$ cat src/rtl/ex_pkg.sv
// ex_pkg: opcodes, forward selects, FSM encoding, flag indices and the ALU helper shared by ex_stage.
package ex_pkg;
    localparam int MUL_CYCLES = 8;
    localparam logic [3:0] ALU_ADD  = 4'd0;
    localparam logic [3:0] ALU_SUB  = 4'd1;
    localparam logic [3:0] ALU_AND  = 4'd2;
    localparam logic [3:0] ALU_OR   = 4'd3;
    localparam logic [3:0] ALU_XOR  = 4'd4;
    localparam logic [3:0] ALU_NOT  = 4'd5;
    localparam logic [3:0] ALU_SHL  = 4'd6;
    localparam logic [3:0] ALU_SHR  = 4'd7;
    localparam logic [3:0] ALU_PASS = 4'd8;
    localparam logic [3:0] ALU_MUL  = 4'd9;
    localparam logic [1:0] FWD_REG = 2'b00;
    localparam logic [1:0] FWD_EX  = 2'b01;
    localparam logic [1:0] FWD_DM  = 2'b10;
    localparam logic [1:0] FWD_WB  = 2'b11;
    localparam logic [0:0] ST_IDLE = 1'b0;
    localparam logic [0:0] ST_BUSY = 1'b1;
    localparam int FLAG_Z = 3;
    localparam int FLAG_N = 2;
    localparam int FLAG_C = 1;
    localparam int FLAG_V = 0;
    typedef struct packed {
        logic [7:0] res;
        logic       c;
        logic       v;
        logic       def;
    } alu_out_t;
    // Single-cycle ops only; MUL and unused codes report def=0 with a zero result.
    function automatic alu_out_t alu_eval(input logic [3:0] op, input logic [7:0] a, input logic [7:0] b);
        logic [8:0] s;
        alu_out_t r;
        r = '0;
        r.def = 1'b1;
        s = '0;
        case (op)
            ALU_ADD: begin
                s = {1'b0, a} + {1'b0, b};
                r.res = s[7:0];
                r.c = s[8];
                r.v = (a[7] == b[7]) && (s[7] != a[7]);
            end
            ALU_SUB: begin
                s = {1'b0, a} - {1'b0, b};
                r.res = s[7:0];
                r.c = s[8];
                r.v = (a[7] != b[7]) && (s[7] != a[7]);
            end
            ALU_AND:  r.res = a & b;
            ALU_OR:   r.res = a | b;
            ALU_XOR:  r.res = a ^ b;
            ALU_NOT:  r.res = ~a;
            ALU_SHL:  begin r.res = {a[6:0], 1'b0}; r.c = a[7]; end
            ALU_SHR:  begin r.res = {1'b0, a[7:1]}; r.c = a[0]; end
            ALU_PASS: r.res = b;
            default:  r.def = 1'b0;
        endcase
        return r;
    endfunction
    function automatic logic [3:0] flag_pack(input logic [7:0] r, input logic c, input logic v);
        logic [3:0] f;
        f = '0;
        f[FLAG_Z] = (r == 8'h00);
        f[FLAG_N] = r[7];
        f[FLAG_C] = c;
        f[FLAG_V] = v;
        return f;
    endfunction
endpackage

$ cat src/rtl/ex_stage_mul.sv
// ex_mul_seq: iterative shift-add multiplier; one partial product per cycle while run is high.
module ex_mul_seq
    import ex_pkg::*;
#(
    parameter int W = MUL_CYCLES
) (
    input  logic           clk,
    input  logic           reset,
    input  logic           start,
    input  logic           run,
    input  logic           abort,
    input  logic [W-1:0]   a,
    input  logic [W-1:0]   b,
    output logic [2*W-1:0] product,
    output logic           done
);
    localparam int CW = $clog2(W);
    logic [2*W-1:0] mcand, acc;
    logic [W-1:0]   mplier;
    logic [CW-1:0]  cnt;
    // product already includes the current step, so the last step needs no extra edge
    assign product = acc + (mplier[0] ? mcand : '0);
    assign done = run & (cnt == CW'(W - 1));
    always_ff @(posedge clk or negedge reset) begin
        if (!reset) begin
            mcand <= '0;
            acc <= '0;
            mplier <= '0;
            cnt <= '0;
        end else if (start) begin
            mcand <= {{W{1'b0}}, a};
            acc <= '0;
            mplier <= b;
            cnt <= '0;
        end else if (abort | done) begin
            cnt <= '0;
        end else if (run) begin
            acc <= product;
            mcand <= mcand << 1;
            mplier <= mplier >> 1;
            cnt <= cnt + CW'(1);
        end
    end
endmodule

$ cat src/rtl/ex_stage.sv
// ex_stage: execute stage with operand forwarding, ALU/flags and the EX/MEM register.
// Defining EX_MUL_EN adds the iterative multiplier and the stall it raises while busy.
module ex_stage
    import ex_pkg::*;
(
    input  logic       clk,
    input  logic       reset,
    input  logic [7:0] A,
    input  logic [7:0] B,
    input  logic [7:0] imm,
    input  logic       imm_sel,
    input  logic [3:0] alu_op,
    input  logic       valid_id,
    input  logic       mem_rw_id,
    input  logic       mem_en_id,
    input  logic       mem_mux_sel_id,
    input  logic [1:0] fwd_a_sel,
    input  logic [1:0] fwd_b_sel,
    input  logic [7:0] ans_dm,
    input  logic [7:0] ans_wb,
    input  logic       flush,
    output logic [7:0] ans_ex,
    output logic [7:0] DM_data,
    output logic       mem_rw_ex,
    output logic       mem_en_ex,
    output logic       mem_mux_sel_ex,
    output logic       valid_ex,
    output logic [3:0] flags,
    output logic       stall
);
    logic [7:0]  a_op, b_fwd, b_op, dm_q;
    logic [15:0] prod;
    logic [2:0]  ctl_q;
    logic        live, go, mul_start, mul_done, busy;
    alu_out_t    alu;
    function automatic logic [7:0] fwd(input logic [1:0] sel, input logic [7:0] rv, input logic [7:0] ex,
                                       input logic [7:0] dm, input logic [7:0] wb);
        return sel == FWD_EX ? ex : sel == FWD_DM ? dm : sel == FWD_WB ? wb : rv;
    endfunction
    assign a_op  = fwd(fwd_a_sel, A, ans_ex, ans_dm, ans_wb);
    assign b_fwd = fwd(fwd_b_sel, B, ans_ex, ans_dm, ans_wb);
    assign b_op  = imm_sel ? imm : b_fwd;
    assign alu   = alu_eval(alu_op, a_op, b_op);
    assign live  = valid_id & ~flush;
    assign go    = live & ~mul_start;
`ifdef EX_MUL_EN
    logic [0:0] state;
    assign busy = state == ST_BUSY;
    assign mul_start = ~busy & live & (alu_op == ALU_MUL);
    assign stall = (mul_start | (busy & ~mul_done)) & ~flush & reset;
    always_ff @(posedge clk or negedge reset) begin
        if (!reset) begin
            state <= ST_IDLE;
            dm_q <= '0;
            ctl_q <= '0;
        end else if (mul_start) begin
            state <= ST_BUSY;
            dm_q <= b_fwd;
            ctl_q <= {mem_rw_id, mem_en_id, mem_mux_sel_id};
        end else if (flush | mul_done) begin
            state <= ST_IDLE;
        end
    end
    ex_mul_seq #(.W(MUL_CYCLES)) u_mul (
        .clk(clk),
        .reset(reset),
        .start(mul_start),
        .run(busy),
        .abort(busy & flush),
        .a(a_op),
        .b(b_op),
        .product(prod),
        .done(mul_done)
    );
`else
    assign busy = 1'b0;
    assign mul_start = 1'b0;
    assign mul_done = 1'b0;
    assign stall = 1'b0;
    assign prod = '0;
    assign dm_q = '0;
    assign ctl_q = '0;
`endif
    always_ff @(posedge clk or negedge reset) begin
        if (!reset) begin
            ans_ex <= '0;
            DM_data <= '0;
            mem_rw_ex <= 1'b0;
            mem_en_ex <= 1'b0;
            mem_mux_sel_ex <= 1'b0;
            valid_ex <= 1'b0;
            flags <= '0;
        end else if (busy & ~flush) begin
            if (mul_done) begin
                ans_ex <= prod[7:0];
                DM_data <= dm_q;
                {mem_rw_ex, mem_en_ex, mem_mux_sel_ex} <= ctl_q;
                valid_ex <= 1'b1;
                flags <= flag_pack(prod[7:0], |prod[15:8], 1'b0);
            end
        end else begin
            ans_ex <= alu.res;
            DM_data <= b_fwd;
            valid_ex <= go;
            mem_rw_ex <= mem_rw_id & go;
            mem_en_ex <= mem_en_id & go;
            mem_mux_sel_ex <= mem_mux_sel_id & go;
            if (live & alu.def)
                flags <= flag_pack(alu.res, alu.c, alu.v);
        end
    end
endmodule

$ cat config.mk
export PLATFORM = sky130hd
export DESIGN_NAME = ex_stage
export DESIGN_NICKNAME = d
export VERILOG_FILES = /design/src/rtl/ex_pkg.sv /design/src/rtl/ex_stage_mul.sv /design/src/rtl/ex_stage.sv
export SDC_FILE = /design/constraint.sdc
export NUM_CORES = 1
export LEC_CHECK = 0
export ABC_AREA = 1
export ABC_CLOCK_PERIOD_IN_PS = 3100
export CAP_MARGIN = 15
export CORE_AREA = 3 3 88 82
export DETAILED_ROUTE_END_ITERATION = 7
export DIE_AREA = 0 0 91 85
export GPL_ROUTABILITY_DRIVEN = 1
export PLACE_DENSITY = 0.84
export SETUP_SLACK_MARGIN = 0.1
export SYNTH_ARGS = -nofsm -noshare
export SYNTH_HDL_FRONTEND = slang
export SYNTH_HIERARCHICAL = 1
export SYNTH_SLANG_ARGS = --single-unit
$ cat constraint.sdc
create_clock -name clk -period 3.1 [get_ports clk]
set_input_delay 0.775 -clock clk [delete_from_list [all_inputs] [get_ports clk]]
set_output_delay 0.775 -clock clk [all_outputs]
set_load 0.1 [all_outputs]
==> impl_metrics.env, run 1 <==
export IMPL_busiest_layer="met2"
export IMPL_cts_tree="done"
export IMPL_viasPerCell=5.35
export IMPL_endpoint_kind="register"
export IMPL_stdcell_count=823
export IMPL_cts_made_buffers=3
export IMPL_post_place_cells=802
export IMPL_dieArea_um2=7740
export IMPL_initial_core_util=0.487
export IMPL_worst_ir_drop_vdd_mv=0.269
export IMPL_fmax_mhz=326
export IMPL_dp_hpwl_um=9980
export IMPL_coreArea_um2=6450
export IMPL_power_leakage_nw=2.91
export IMPL_rows=28
export IMPL_synth_ff_type="dfrtp_1"
export IMPL_cts_htree_levels=1
export IMPL_yosys_top_cells_area="dfrtp_1 (19%), nand2_1 (18%), nand3_1 (11%)"
export IMPL_grt_use_met3=0.0550
export IMPL_root_buffer="clkbuf_8"
export IMPL_finalHoldViolations=0
export IMPL_grt_first_pass_wirelength_um=19900
export IMPL_ys_types=34
export IMPL_maxCapViolations=0
export IMPL_avgSynthCellArea_um2=5.98
export IMPL_yosysTopAreaCell="dfrtp_1"
export IMPL_grt_start_max_net_pins=25
export IMPL_ys_seq_area_frac=0.191
export IMPL_synth_warning_count=6
export IMPL_die_h_um=85
export IMPL_power_density_nw_per_um2=393
export IMPL_io_buffers=79
export IMPL_setup_violations_final=0
export IMPL_async_reset_ff_frac=1.00
export IMPL_min_period_ns=3.07
export IMPL_ys_ff_latch=24
export IMPL_hold_ws_ns=0.506
export IMPL_die_w_um=91
export IMPL_fin_total_pwr_mw=2.09
export IMPL_final_common_cell="buf_4"
export IMPL_min_path_type="register to register"
export IMPL_clkSinkCount=24
export IMPL_drt_initial_drc_count=365
export IMPL_insertion_delay_ns=0.27
export IMPL_syn_to_final_growth_pct=69.5
export IMPL_synth_top_area_share=0.191
export IMPL_arrival_ns=3.29
export IMPL_wl_um=13000
export IMPL_gr_usage_met1=0.403
export IMPL_via_count=4405
export IMPL_worst_slack_ns=0.0320
export IMPL_first_pass_iters=6
export IMPL_clock_skew_ns=0.00124
export IMPL_cp_required_ns=3.32
export IMPL_final_area_um2=5320
export IMPL_synth_edf_count=0
export IMPL_track_usage=0.315
export IMPL_antenna_cells=0
export IMPL_cts_buffer_depth=2
export IMPL_finalNetCount=816
export IMPL_remaining_drc_errors=0
export IMPL_ios=81
export IMPL_path_max_fanout=6
export IMPL_crit_path_start_kind="input port"
export IMPL_synthesis_area_um2=3140
export IMPL_antenna_found_initial=0
export IMPL_place_ws_ns=-0.703
export IMPL_grt_pass1_vias=4200
export IMPL_syn_nets=607
export IMPL_layout_common_cells="buf_4 (149), nand2_1 (135), inv_1 (68)"
export IMPL_critPathKind="input port to register"
export IMPL_rsz0062_at_grt="yes"
export IMPL_clk_pin_slew_ns=0.09
export IMPL_postSynthCellCount=525
export IMPL_place_area_um2=4790
export IMPL_overflow=0
export IMPL_final_util=0.826
export IMPL_final_layout_size_suffix_gt1_frac=0.383
export IMPL_met2_usage=0.560
export IMPL_status="completed"
export IMPL_wl_per_cell_um=15.8
export IMPL_final_antenna_net_count=0
export IMPL_post_route_period_util=0.990
export IMPL_tns_ns=0
export IMPL_gp_congestion=0.959
export IMPL_fillers=450
export IMPL_maxSlewViolCount=0
==> Yosys cell counts, types with 5 or more instances <==
master and count:
or2_2 6, inv_1 81, nor2_4 5, nand2_2 6, nor2_1 60, nand3_1 71, a21oi_1 14, dfrtp_1 24
inv_2 13, nand2_1 152, nand4_1 7, nor2_2 9, nand3_2 5, ha_1 24, o21ai_0 18
==> path summary, 6_finish.rpt <==
path,cells past startpoint,end,start,slack [ns]
setup / recovery,20,flags[3],ans_dm[2],0.03
hold / removal,2,flags[1],flags[1],0.51
setup reg to reg,19,flags[3],ans_ex[2],0.46
hold reg to reg,2,flags[1],flags[1],0.51
max in group asynchronous,2,ans_ex[1],reset,1.99
min in group asynchronous,2,flags[0],reset,0.88
==> logic make-up (layout without fill, tap and decap cells) <==
kind of cell	count (synthesis)	in the layout	synth area share
xor gates and xnor gates	1	1	0.00279
AOI/OAI and AO/OA	40	40	0.0713
other	1	1	0.00119
adders and majority gates	26	26	0.108
and+or+nand+nor	331	331	0.490
DFF	24	24	0.191
buffers and inverters	102	310	0.135
==> power by group <==
group	leakage, nW	internal (mW)	total [mW]	switching [mW]
clock network	0.0357	0.173	0.279	0.107
registers	0.304	0.353	0.381	0.0284
logic	2.57	0.565	1.43	0.867
==> metal layers <==
metal / vias up / part of all wire
met4: 0 / 0.026
li1: 2053 / -
met5: - / 0
met1: 2057 / 0.40
met2: 248 / 0.49
met3: 47 / 0.088
==> repair_timing <==
item,4_1_cts,5_1_grt
resized for setup,38,77
setup endpoints to repair,11,10
pin swaps,26,31
hold buffers,0,0
endpoints found under the hold margin,0,0
gates cloned,0,0
setup buffers,7,10
==> sequential cells by signal, indices dropped and copies added, names as in the netlist <==
name and cells:
DM_data 8, mem_en_ex 1, valid_ex 1, ans_ex 8, flags 4, mem_rw_ex 1
mem_mux_sel_ex 1
==> critical path: stages <==
cell and delay (ns):
clkdlybuf4s50_1 0.50, nand2_1 0.08, nand3_2 0.11, nand3_2 0.10
nand2_2 0.12, inv_2 0.07, ha_4 0.30, inv_1 0.08
buf_4 0.15, nand3_1 0.10, nand2_1 0.07, nor2_1 0.10
nand2_1 0.07, nor2_1 0.08, nand2_1 0.07, nor2_2 0.14
nand3_2 0.08, nor2_2 0.13, nand4_1 0.09, nand2_1 0.07
==> area by class of cell <==
type	instances	area, µm²	area share
clock buffer	3	41.3	0.00776
clock inverter	1	30.0	0.00564
inverter	96	375	0.0705
multi-input combinational	399	2420	0.454
sequential	24	601	0.113
tap	90	113	0.0212
timing repair buffer	210	1750	0.328
Note: power is estimated with default switching activity, not from simulation.
==> inputs of run 2 (changes only) <==
--- a/config.mk
+++ b/config.mk
@@ -8,11 +8,11 @@
 export ABC_AREA = 1
 export ABC_CLOCK_PERIOD_IN_PS = 3100
 export CAP_MARGIN = 15
-export CORE_AREA = 3 3 88 82
+export CORE_AREA = 3 3 93 86
 export DETAILED_ROUTE_END_ITERATION = 7
-export DIE_AREA = 0 0 91 85
+export DIE_AREA = 0 0 96 89
 export GPL_ROUTABILITY_DRIVEN = 1
-export PLACE_DENSITY = 0.84
+export PLACE_DENSITY = 0.77
 export SETUP_SLACK_MARGIN = 0.1
 export SYNTH_ARGS = -nofsm -noshare
 export SYNTH_HDL_FRONTEND = slang
==> impl_metrics.env, run 2 (synthesis gave the netlist of run 1 again) <==
export IMPL_antenna_cells=0
export IMPL_final_area_um2=5260
export IMPL_clk_pin_slew_ns=0.09
export IMPL_worst_path_max_delay_cell="fa_2"
export IMPL_regArea_um2=601
export IMPL_grt_first_pass_wirelength_um=19200
export IMPL_r2r_end="flags[3]"
export IMPL_crit_path_start_kind="input port"
export IMPL_multiInputGateArea_um2=2370
export IMPL_overflow=0
export IMPL_remaining_drc_errors=0
export IMPL_finalHoldViolations=0
export IMPL_endpoint_kind="register"
export IMPL_seqPwrFrac=0.183
export IMPL_place_ws_ns=-0.790
export IMPL_wl_um=12600
export IMPL_coreArea_um2=7080
export IMPL_power_leakage_nw=2.89
export IMPL_reg2reg_from="ans_ex[1]"
export IMPL_dieArea_um2=8540
export IMPL_min_period_ns=2.97
export IMPL_clkPwrFrac=0.137
export IMPL_worst_slack_ns=0.133
export IMPL_rows=29
export IMPL_maxCapViolations=0
export IMPL_cts_buffer_depth=2
export IMPL_fin_total_pwr_mw=2.06
export IMPL_final_layout_size_suffix_gt1_frac=0.371
export IMPL_via_count=4289
export IMPL_cpMostUsedCell="nand2_1"
export IMPL_stdcell_count=823
export IMPL_hold_ws_ns=0.504
export IMPL_cp_required_ns=3.32
export IMPL_path_max_fanout=2
export IMPL_finalNetCount=813
export IMPL_rrSetupSlack_ns=0.60
export IMPL_cts_tree="done"
export IMPL_rsz0062_at_grt="yes"
export IMPL_min_path_type="register to register"
export IMPL_p_comb_frac=0.679
export IMPL_setup_violations_final=0
export IMPL_switching_share=0.476
export IMPL_gp_congestion=1.05
export IMPL_fillers=543
export IMPL_insertion_delay_ns=0.27
export IMPL_post_route_period_util=0.957
export IMPL_viasPerCell=5.21
export IMPL_worst_ir_drop_vdd_mv=0.277
export IMPL_first_pass_iters=5
export IMPL_layout_common_cells="buf_4 (147), nand2_1 (138), inv_1 (72)"
export IMPL_place_area_um2=4810
export IMPL_io_buffers=79
export IMPL_path_cells="clkdlybuf4s50_1 -> or2_4 -> o21ai_4 -> inv_2 -> ha_4 -> fa_2 -> nand3_2 -> nand2_1 -> nor2_1 -> nand2_1 -> nor2_1 -> nand2_1 -> nor2_2 -> nand2_2 -> nor2_4 -> nand4_1 -> nand2_1"
export IMPL_status="completed"
export IMPL_fmax_mhz=337
export IMPL_final_util=0.743
export IMPL_cpPeakStageDelay_ns=0.45
export IMPL_arrival_ns=3.19
export IMPL_die_h_um=89
export IMPL_p_sw_mw=0.980
export IMPL_grt_start_max_net_pins=25
export IMPL_final_common_cell="buf_4"
export IMPL_clkSinkCount=24
export IMPL_hp_start="flags[3]"
export IMPL_clock_skew_ns=0.00281
export IMPL_cts_htree_levels=1
export IMPL_internal_power_mw=1.08
export IMPL_ios=81
export IMPL_critPathKind="input port to register"
export IMPL_initial_core_util=0.444
export IMPL_ff2ff_path_depth=15
export IMPL_largest_registers="DM_data (8), ans_ex (8), flags (4)"
export IMPL_syn_to_final_growth_pct=67.4
export IMPL_hold_depth=2
export IMPL_cts_made_buffers=3
export IMPL_maxSlewViolCount=0
export IMPL_wl_per_cell_um=15.3
export IMPL_post_place_cells=806
export IMPL_antenna_found_initial=0
export IMPL_power_density_nw_per_um2=391
export IMPL_tns_ns=0
export IMPL_die_w_um=96
export IMPL_track_usage=0.287
export IMPL_hold_buffers=0
export IMPL_root_buffer="clkbuf_8"
export IMPL_min_to="flags[3]"
export IMPL_final_antenna_net_count=0
export IMPL_dp_hpwl_um=10100
export IMPL_grt_pass1_vias=4082
export IMPL_drt_initial_drc_count=356
## run 2: area by class of cell
| class | count | share of cell area |
|---|---|---|
| clock buffer | 3 | 0.00785 |
| clock inverter | 1 | 0.00571 |
| inverter | 96 | 0.0695 |
| multi-input combinational | 399 | 0.450 |
| sequential | 24 | 0.114 |
| tap | 93 | 0.0221 |
| timing repair buffer | 207 | 0.330 |
## run 2: worst max path at each step
stage / from / endpoint / slack [ns] / cells after the start
after floorplan: fwd_b_sel[1] / flags[3] / 0.11 / 23
after global placement: fwd_b_sel[0] / flags[3] / -0.65 / 23
after detailed placement: fwd_b_sel[0] / flags[3] / -0.79 / 20
after CTS: fwd_b_sel[1] / flags[3] / 0.10 / 20
after global routing: ans_dm[1] / flags[3] / -0.04 / 20
final: imm[0] / flags[3] / 0.13 / 17
## run 2: timing repair
action	CTS	global route
setup buffers	5	8
resized for setup	34	71
endpoints found under the setup margin	11	9
pin swaps	24	45
## run 2: critical path: cells and delay by family
family          cells  cell delay, ns
fa+ha+maj           2            0.62
buf+inv             2            0.49
compound gates      1            0.07
simple gates       12            1.24
## run 2: layer usage
layer / up-vias / share of wire / track usage
li1: 2044 / - / -
met1: 2001 / 0.41 / 0.377
met2: 213 / 0.48 / 0.503
met3: 31 / 0.078 / 0.0311
met4: 0 / 0.024 / 0.0659
met5: - / 0 / 0
## run 2: power by group through the flow
stage	Combinational [mW]	Sequential, mW	Clock (mW)
floorplan	0.432	0.675	0
finish	1.40	0.378	0.283
detailed placement	1.25	0.384	0
CTS	1.28	0.378	0.287
global placement	1.23	0.382	0
global route	1.49	0.382	0.301
==> inputs of run 3 (changes only) <==
--- a/config.mk
+++ b/config.mk
@@ -12,6 +12,7 @@
 export DETAILED_ROUTE_END_ITERATION = 7
 export DIE_AREA = 0 0 96 89
 export GPL_ROUTABILITY_DRIVEN = 1
+export MAX_ROUTING_LAYER = met4
 export PLACE_DENSITY = 0.77
 export SETUP_SLACK_MARGIN = 0.1
 export SYNTH_ARGS = -nofsm -noshare
==> impl_metrics.env, run 3 (synthesis gave the netlist of run 1 again) <==
export IMPL_syn_to_final_growth_pct=65.0
export IMPL_fin_total_pwr_mw=2.03
export IMPL_viasPerCell=5.08
export IMPL_finalHoldViolations=0
export IMPL_maxCapViolations=0
export IMPL_critPathKind="input port to register"
export IMPL_clkSinkCount=24
export IMPL_cts_made_buffers=3
export IMPL_status="completed"
export IMPL_final_area_um2=5180
export IMPL_post_route_period_util=0.967
export IMPL_die_h_um=89
export IMPL_min_path_type="register to register"
export IMPL_cts_buffer_depth=2
export IMPL_root_buffer="clkbuf_8"
export IMPL_antenna_cells=0
export IMPL_via_count=4163
export IMPL_remaining_drc_errors=0
export IMPL_largest_registers="DM_data (8), ans_ex (8), flags (4)"
export IMPL_wl_per_cell_um=14.6
export IMPL_tns_ns=0
export IMPL_power_leakage_nw=2.85
export IMPL_die_w_um=96
export IMPL_fmax_mhz=334
export IMPL_min_period_ns=3.00
export IMPL_dieArea_um2=8540
export IMPL_initial_core_util=0.444
export IMPL_worst_path_max_delay_cell="clkdlybuf4s50_1"
export IMPL_io_buffers=79
export IMPL_dp_hpwl_um=9940
export IMPL_insertion_delay_ns=0.27
export IMPL_clk_pin_slew_ns=0.09
export IMPL_grt_start_max_net_pins=25
export IMPL_track_usage=0.290
export IMPL_maxSlewViolCount=0
export IMPL_final_antenna_net_count=0
export IMPL_cpMostUsedCell="nand2_1"
export IMPL_wl_um=12000
export IMPL_hold_buffers=0
export IMPL_cts_tree="done"
export IMPL_coreArea_um2=7080
export IMPL_cts_htree_levels=1
export IMPL_power_density_nw_per_um2=391
export IMPL_cp_required_ns=3.31
export IMPL_finalNetCount=810
export IMPL_drt_initial_drc_count=306
export IMPL_fillers=555
export IMPL_endpoint_kind="register"
export IMPL_rsz0062_at_grt="yes"
export IMPL_cpPeakStageDelay_ns=0.51
export IMPL_final_layout_size_suffix_gt1_frac=0.367
export IMPL_ios=81
export IMPL_grt_first_pass_wirelength_um=18800
export IMPL_overflow=0
export IMPL_first_pass_iters=5
export IMPL_clock_skew_ns=0.00832
export IMPL_worst_ir_drop_vdd_mv=0.351
export IMPL_gp_congestion=1.06
export IMPL_rows=29
export IMPL_layout_common_cells="buf_4 (145), nand2_1 (141), inv_1 (69)"
export IMPL_antenna_found_initial=0
export IMPL_crit_path_start_kind="input port"
export IMPL_setup_violations_final=0
export IMPL_place_area_um2=4790
export IMPL_grt_pass1_vias=4036
export IMPL_path_cells="clkdlybuf4s50_1 -> inv_1 -> nand2_1 -> nand3_1 -> nand2_2 -> buf_6 -> fa_2 -> nand3_2 -> nand2_2 -> nor2_2 -> nand2_1 -> nor2_1 -> nand2_1 -> nor2_2 -> nand2_2 -> nor2_4 -> nand4_1 -> nand2_1"
export IMPL_final_common_cell="buf_4"
export IMPL_arrival_ns=3.21
export IMPL_path_max_fanout=4
run 3: cell count changes in the layout (fill, tap and decap cells not counted), sizes merged:
| cell | previous run | this run |
|---|---|---|
| clkdlybuf4s50 | 41 | 40 |
| clkdlybuf4s15 | 1 | 0 |
| buf | 155 | 153 |
| dlygate4sd2 | 5 | 6 |
run 3: metal layers:
metal  up-vias  wire [µm]  GRT usage
met2       168       5710      0.482
li1       2041          -          -
met5         -          0          -
met4         0        250     0.0581
met1      1928       5150      0.382
met3        26        847     0.0311
run 3: worst paths after layout:
check | cells past startpoint | from | end | slack, ns
worst max-delay path | 18 | ans_wb[1] | flags[3] | 0.10
worst min-delay path | 2 | flags[2] | flags[2] | 0.51
worst max register to register | 16 | ans_ex[0] | flags[3] | 0.59
worst min register to register | 2 | flags[2] | flags[2] | 0.51
max in group asynchronous | 2 | reset | ans_ex[6] | 1.99
min in group asynchronous | 2 | reset | ans_ex[5] | 0.86
run 3: area by class of cell:
type / instances / area [µm²] / area share
repair buffers: 204 / 1690 / 0.326
clock inverters: 1 / 30.0 / 0.00579
clock buffers: 3 / 41.3 / 0.00797
inverters: 96 / 365 / 0.0705
flip-flops and latches: 24 / 601 / 0.116
well taps: 93 / 116 / 0.0224
multi-input cells: 399 / 2340 / 0.451
run 3: worst max-delay path: cells and delay by family:
kind | cells | cell delay, ns
adder cells (fa/ha/maj) | 1 | 0.44
buffers and inverters | 3 | 0.68
AND/OR/NAND/NOR | 14 | 1.33
run 3: power by group:
group,switching [mW],internal (mW)
sequential,0.0264,0.353
combinational,0.829,0.535
clock,0.110,0.173
run 3: through the flow:
step | hold WS, ns | utilization | worst slack [ns] | std cells
global route | 0.533 | 0.733 | 0.000752 | 820
finish | 0.507 | 0.733 | 0.102 | 820
detailed placement | 0.487 | 0.677 | -0.726 | 803
CTS | 0.506 | 0.701 | 0.0976 | 814
floorplan | 0.479 | - | 0.110 | 525
global placement | 0.465 | 0.677 | -0.646 | 803
run 3: what timing repair did:
action,CTS,global route
pin swaps,27,43
setup buffers,7,6
setup endpoints to repair,11,9
resized for setup,38,64
